$ cat src/rtl/io_bus_arbiter_if.sv
// Shared bus bundle between the CPU data port, the monitor port and the IO controller.
// The master side drives requests and the IO read data; the slave side is the arbiter.
interface io_bus_arbiter_if #(
  parameter int ADDR_WIDTH = 32,
  parameter int DATA_WIDTH = 32
);
  logic                  cpuReq;
  logic [ADDR_WIDTH-1:0] cpuAddr;
  logic [DATA_WIDTH-1:0] cpuWData;
  logic                  cpuWe;
  logic                  cpuStall;
  logic [DATA_WIDTH-1:0] cpuRData;
  logic                  monReq;
  logic [ADDR_WIDTH-1:0] monAddr;
  logic [DATA_WIDTH-1:0] monWData;
  logic                  monWe;
  logic                  monGnt;
  logic [DATA_WIDTH-1:0] monRData;
  logic                  monRValid;
  logic [ADDR_WIDTH-1:0] busAddr;
  logic [DATA_WIDTH-1:0] busWData;
  logic                  busWe;
  logic [DATA_WIDTH-1:0] busRData;
  logic [15:0]           stallCount;

  modport master (
    output cpuReq, cpuAddr, cpuWData, cpuWe, monReq, monAddr, monWData, monWe, busRData,
    input  cpuStall, cpuRData, monGnt, monRData, monRValid, busAddr, busWData, busWe, stallCount
  );

  modport slave (
    input  cpuReq, cpuAddr, cpuWData, cpuWe, monReq, monAddr, monWData, monWe, busRData,
    output cpuStall, cpuRData, monGnt, monRData, monRValid, busAddr, busWData, busWe, stallCount
  );
endinterface

$ cat src/rtl/io_bus_arbiter.sv
// CPU/monitor arbiter for the shared IO bus: CPU-priority with a streak limit that
// guarantees the monitor a slot, registered monitor read return and a stall counter.
module io_bus_arbiter #(
  parameter int ADDR_WIDTH = 32,
  parameter int DATA_WIDTH = 32,
  parameter int MAX_STREAK = 4
) (
  input logic            clk,
  input logic            rst,
  io_bus_arbiter_if.slave io
);
  localparam logic [3:0] STREAK_LIMIT = 4'(MAX_STREAK);

  logic [3:0]            streak_r;
  logic                  monOwner_s;
  logic                  cpuOwner_s;
  logic [ADDR_WIDTH-1:0] busAddr_s;
  logic [DATA_WIDTH-1:0] busWData_s;
  logic                  busWe_s;
  logic [DATA_WIDTH-1:0] monRData_r;
  logic                  monRValid_r;
  logic [15:0]           stallCount_r;

  // Owner selection; reset forces no owner so grant, stall and bus write stay low.
  always_comb begin
    monOwner_s = 1'b0;
    cpuOwner_s = 1'b0;
    if (rst) begin
      monOwner_s = 1'b0;
      cpuOwner_s = 1'b0;
    end else if (io.monReq && (!io.cpuReq || (streak_r == STREAK_LIMIT))) begin
      monOwner_s = 1'b1;
    end else if (io.cpuReq) begin
      cpuOwner_s = 1'b1;
    end else begin
      monOwner_s = 1'b0;
      cpuOwner_s = 1'b0;
    end
  end

  // Bus mux; an idle bus still presents the CPU address with writes disabled.
  always_comb begin
    busAddr_s  = io.cpuAddr;
    busWData_s = io.cpuWData;
    busWe_s    = 1'b0;
    if (monOwner_s) begin
      busAddr_s  = io.monAddr;
      busWData_s = io.monWData;
      busWe_s    = io.monWe;
    end else if (cpuOwner_s) begin
      busWe_s    = io.cpuWe;
    end else begin
      busWe_s    = 1'b0;
    end
  end

  assign io.busAddr    = busAddr_s;
  assign io.busWData   = busWData_s;
  assign io.busWe      = busWe_s;
  assign io.monGnt     = monOwner_s;
  assign io.cpuStall   = monOwner_s & io.cpuReq;
  assign io.cpuRData   = io.busRData;
  assign io.monRData   = monRData_r;
  assign io.monRValid  = monRValid_r;
  assign io.stallCount = stallCount_r;

  // Streak of contended CPU wins; a monitor grant or an idle monitor restarts it.
  always_ff @(posedge clk or posedge rst) begin
    if (rst) begin
      streak_r <= 4'd0;
    end else if (!io.monReq || monOwner_s) begin
      streak_r <= 4'd0;
    end else if (cpuOwner_s && (streak_r != STREAK_LIMIT)) begin
      streak_r <= streak_r + 4'd1;
    end else begin
      streak_r <= streak_r;
    end
  end

  // Monitor read return, one cycle after the granted read.
  always_ff @(posedge clk or posedge rst) begin
    if (rst) begin
      monRValid_r <= 1'b0;
      monRData_r  <= {DATA_WIDTH{1'b0}};
    end else if (monOwner_s && !io.monWe) begin
      monRValid_r <= 1'b1;
      monRData_r  <= io.busRData;
    end else begin
      monRValid_r <= 1'b0;
      monRData_r  <= monRData_r;
    end
  end

  // Saturating count of stalled CPU cycles.
  always_ff @(posedge clk or posedge rst) begin
    if (rst) begin
      stallCount_r <= 16'd0;
    end else if (io.cpuStall && (stallCount_r != 16'hFFFF)) begin
      stallCount_r <= stallCount_r + 16'd1;
    end else begin
      stallCount_r <= stallCount_r;
    end
  end
endmodule

$ cat src/flat_wrapper.sv
// flat-port wrapper written by rule: the top's interface ports become plain ports
module io_bus_arbiter_flat 
#(
  parameter int ADDR_WIDTH = 32,
  parameter int DATA_WIDTH = 32,
  parameter int MAX_STREAK = 4
)
  (clk, rst, io_cpuReq, io_cpuAddr, io_cpuWData, io_cpuWe, io_monReq, io_monAddr, io_monWData, io_monWe, io_busRData, io_cpuStall, io_cpuRData, io_monGnt, io_monRData, io_monRValid, io_busAddr, io_busWData, io_busWe, io_stallCount);
  io_bus_arbiter_if #(.ADDR_WIDTH(ADDR_WIDTH), .DATA_WIDTH(DATA_WIDTH)) io_i ();
  input logic clk;
  input logic rst;
  input wire logic [$bits(io_i.cpuReq)-1:0] io_cpuReq;
  input wire logic [$bits(io_i.cpuAddr)-1:0] io_cpuAddr;
  input wire logic [$bits(io_i.cpuWData)-1:0] io_cpuWData;
  input wire logic [$bits(io_i.cpuWe)-1:0] io_cpuWe;
  input wire logic [$bits(io_i.monReq)-1:0] io_monReq;
  input wire logic [$bits(io_i.monAddr)-1:0] io_monAddr;
  input wire logic [$bits(io_i.monWData)-1:0] io_monWData;
  input wire logic [$bits(io_i.monWe)-1:0] io_monWe;
  input wire logic [$bits(io_i.busRData)-1:0] io_busRData;
  output wire logic [$bits(io_i.cpuStall)-1:0] io_cpuStall;
  output wire logic [$bits(io_i.cpuRData)-1:0] io_cpuRData;
  output wire logic [$bits(io_i.monGnt)-1:0] io_monGnt;
  output wire logic [$bits(io_i.monRData)-1:0] io_monRData;
  output wire logic [$bits(io_i.monRValid)-1:0] io_monRValid;
  output wire logic [$bits(io_i.busAddr)-1:0] io_busAddr;
  output wire logic [$bits(io_i.busWData)-1:0] io_busWData;
  output wire logic [$bits(io_i.busWe)-1:0] io_busWe;
  output wire logic [$bits(io_i.stallCount)-1:0] io_stallCount;
  assign io_i.cpuReq = io_cpuReq;
  assign io_i.cpuAddr = io_cpuAddr;
  assign io_i.cpuWData = io_cpuWData;
  assign io_i.cpuWe = io_cpuWe;
  assign io_i.monReq = io_monReq;
  assign io_i.monAddr = io_monAddr;
  assign io_i.monWData = io_monWData;
  assign io_i.monWe = io_monWe;
  assign io_i.busRData = io_busRData;
  assign io_cpuStall = io_i.cpuStall;
  assign io_cpuRData = io_i.cpuRData;
  assign io_monGnt = io_i.monGnt;
  assign io_monRData = io_i.monRData;
  assign io_monRValid = io_i.monRValid;
  assign io_busAddr = io_i.busAddr;
  assign io_busWData = io_i.busWData;
  assign io_busWe = io_i.busWe;
  assign io_stallCount = io_i.stallCount;
  io_bus_arbiter #(.ADDR_WIDTH(ADDR_WIDTH), .DATA_WIDTH(DATA_WIDTH), .MAX_STREAK(MAX_STREAK)) u_core (.clk(clk), .rst(rst), .io(io_i));
endmodule
$ cat config.mk
export PLATFORM = sky130hd
export DESIGN_NAME = io_bus_arbiter_flat
export DESIGN_NICKNAME = d
export VERILOG_FILES = /design/src/rtl/io_bus_arbiter_if.sv /design/src/rtl/io_bus_arbiter.sv /design/src/flat_wrapper.sv
export SDC_FILE = /design/constraint.sdc
export NUM_CORES = 1
export LEC_CHECK = 0
export ABC_CLOCK_PERIOD_IN_PS = 2600
export BUFFER_PORTS_ARGS = -buffer_cell sky130_fd_sc_hd__buf_2
export CELL_PAD_IN_SITES_DETAIL_PLACEMENT = 0
export CELL_PAD_IN_SITES_GLOBAL_PLACEMENT = 1
export CORE_AREA = 2 2 123 125
export CTS_BUF_LIST = sky130_fd_sc_hd__clkbuf_8
export CTS_CLUSTER_DIAMETER = 200
export DETAILED_ROUTE_END_ITERATION = 8
export DIE_AREA = 0 0 125 127
export PLACE_DENSITY = 0.77
export SYNTH_ARGS = -nofsm -noshare
export SYNTH_HDL_FRONTEND = slang
export SYNTH_SLANG_ARGS = --single-unit
$ cat constraint.sdc
create_clock -name clk -period 2.6 [get_ports clk]
set_input_delay 0 -clock clk [delete_from_list [all_inputs] [get_ports clk]]
set_output_delay 0 -clock clk [all_outputs]
set_load 0.05 [all_outputs]
==> run metrics <==
Rel. slew slack 59.6%; post-placement cell count 736; GRT Overall Usage 14.9%; final worst path period need 2450 ps; initial antenna violation count 0; Synth Instances 279; Worst-Margin Slew 605 ps; first-pass GRT wire length 18.8 mm; die span in x 125 µm; sequential area share after synthesis 39.9%; Hold Crit Class primary input to flop; FF-to-FF Start u_core.streak_r[0]; Final Hold Fails 0; Hold Buf Count CTS 34; CTS sink count 53; mean post-synth cell area 11.9 µm²; Worst VDD drop 213 µV; worst setup path start u_core.streak_r[0]; gp weighted congestion 0.909; Final Instance Area 0.00530 mm²; Final setup viols 0; Slew Viols, Final 0; Syn-to-layout area delta 59.5%; initial core utilization 23.0%; skew final 5.23 ps; Final ANT Viol Nets 0; Top-Level Pins 314; CP bufs+invs 3; Max stage delay cell, worst path dfrtp_1; post-synthesis cell type count 30; Via density 4.27; critical path fanouts, max 35; max-cap violations 0; Clk pin slew, worst setup/hold paths 90 ps; RSZ-0062 raised after global routing no; post_cts resized 0; layout cells sized above 1 72.7%; Slowest Stage Delay on Critical Path 420 ps; placed cell areas 0.00486 mm²; IO Port Bufs 313; startpoint types flop; pwr dens 552 mW/mm²; H-tree depth 2; YS warnings 0; WL/cell 16.4 µm; drt drc 0; critical setup path kind flop to output port; outcome finished, final reports clean; layout net count 762; area of the mapped netlist 0.00332 mm²; commonest non-fill, non-tap cells in the layout buf_2, mux2_2, dfrtp_1; number of flops mapped to enable cells by yosys 0; Lkg Pwr 2.79 nW; DR vias 3323; Post-Route WL 12.7 mm; largest net degree at the start of global routing 48; critical path cell sequence inv_1 -> ha_1 -> nand3b_4 -> a21boi_4 -> buf_4 -> mux2_2 -> buf_2; Setup TNS 0 ps; chip height 127 µm; post-DP HPWL 10.4 mm; number of global-route vias before repair 3449; ys flop type dfrtp_1; Rows 44; Async SR Flop Fraction 100%; r2r worst-path depth 7; Worst setup endpoint io_busAddr[0]; CTS Buffer Depth 2; ant diodes 0; reg2reg end u_core.io.monRData[7]; Yosys reg bits 53; grt total ovfl 0; Required @ worst endpoint 2600 ps; Clock Latency Late Sink 310 ps; synthesized net count 448; cell count along the critical path 7; R2R setup slack 450 ps; cts bufs inserted 5; Post-CTS Setup Inserts 0; CTS tree built; core area 0.0144 mm²; Fillers 1468; Non-Filler Instances 778; Crit. End Element output port; Initial DRC Count 76; fmax 408 MHz; root buffer cell clkbuf_8; die area 0.0159 mm²; crit-path leading delay family buffers and inverters; WP data arrival 2450 ps; most common library cell in the layout ignoring fill and taps buf_2; post-route clock period utilization 94.2%; Initial DRT Pass Iterations 4
-- stage by stage --
step	setup slack (ps)	hold slack [ps]	total power [mW]	util, %
after floorplan	494	149	2.05	-
after detailed placement	483	-27.3	2.41	33.7
after global placement	567	-33.4	2.39	33.7
after global routing	11.2	81.8	3.06	36.7
after CTS	141	55.1	2.97	36.7
final	151	73.3	2.93	36.7
-- tightest hold or removal path: cells and delay by family --
kind	cells	cell delay, ps
simple gates	1	100
buf+inv	1	160
compound gates	1	80
-- cell usage after synthesis, drive strengths merged (2+ instances only) --
master  instances  share of area, %
mux2           97                33
dfrtp          53                40
buf            44               9.0
xor2           15               4.0
nand2           8              0.90
nand4           8               1.5
nor2            7              0.79
nor3            7               1.1
inv             6              0.68
nand3           6              0.90
a21boi          3              0.79
ha              3               1.1
nor3b           3              0.68
nor4            3               1.2
nand3b          2              0.83
nor2b           2              0.38
nor4b           2              0.90
or4             2              0.68
xnor2           2              0.53
-- registers in the layout, summed over array words and instances, names as in the netlist --
| register | flops |
|---|---|
| u_core.io.monRValid | 1 |
| u_core.io.stallCount | 16 |
| u_core.io.monRData | 32 |
| u_core.streak_r | 4 |
-- per-layer routing --
| layer | routed length (µm) | vias to the layer above | share of wire [%] | global-route usage, % |
|---|---|---|---|---|
| met1 | 4690 | 1561 | 37 | 16.3 |
| met3 | 1100 | 9 | 8.6 | 4.61 |
| met5 | 0 | - | 0 | 0 |
| met2 | 6820 | 166 | 54 | 28.4 |
| met4 | 121 | 0 | 0.95 | 2.94 |
| li1 | - | 1587 | - | - |
-- power breakdown --
| group | internal (mW) | total (mW) | leakage [nW] | switching, mW |
|---|---|---|---|---|
| Combinational | 0.418 | 1.43 | 2.07 | 1.01 |
| Sequential | 0.939 | 0.999 | 0.664 | 0.0607 |
| Clock | 0.241 | 0.501 | 0.0542 | 0.260 |
-- cell families after synthesis --
logic type	count (synthesis)	synth area share [%]
multiplexers	97	32.9
AND/OR/NAND/NOR	54	10.7
flip-flops	53	39.9
buffers and inverters	50	9.72
XOR/XNOR	17	4.48
AO/OA/AOI/OAI	5	1.13
adder cells (fa/ha/maj)	3	1.13
-- worst min-delay path by stage --
stage	startpoint	endpoint	slack [ps]	depth (start not counted)
floorplan	rst	u_core.streak_r[1]	150	2
global placement	rst	u_core.streak_r[3]	-30	2
detailed placement	rst	u_core.streak_r[3]	-30	2
CTS	io_cpuReq	u_core.streak_r[0]	60	3
global route	io_cpuReq	u_core.streak_r[0]	80	3
finish	io_cpuReq	u_core.streak_r[0]	70	3
-- final cells by class --
cell class	count	area, µm²	share of cell area (%)
tap	184	230	4.34
timing repair buffer	351	1940	36.5
multi-input combinational	176	1680	31.8
inverter	6	22.5	0.425
sequential	53	1330	25.0
clock inverter	1	5.00	0.0944
clock buffer	7	96.3	1.82
Power figures use the tool's default switching activity.
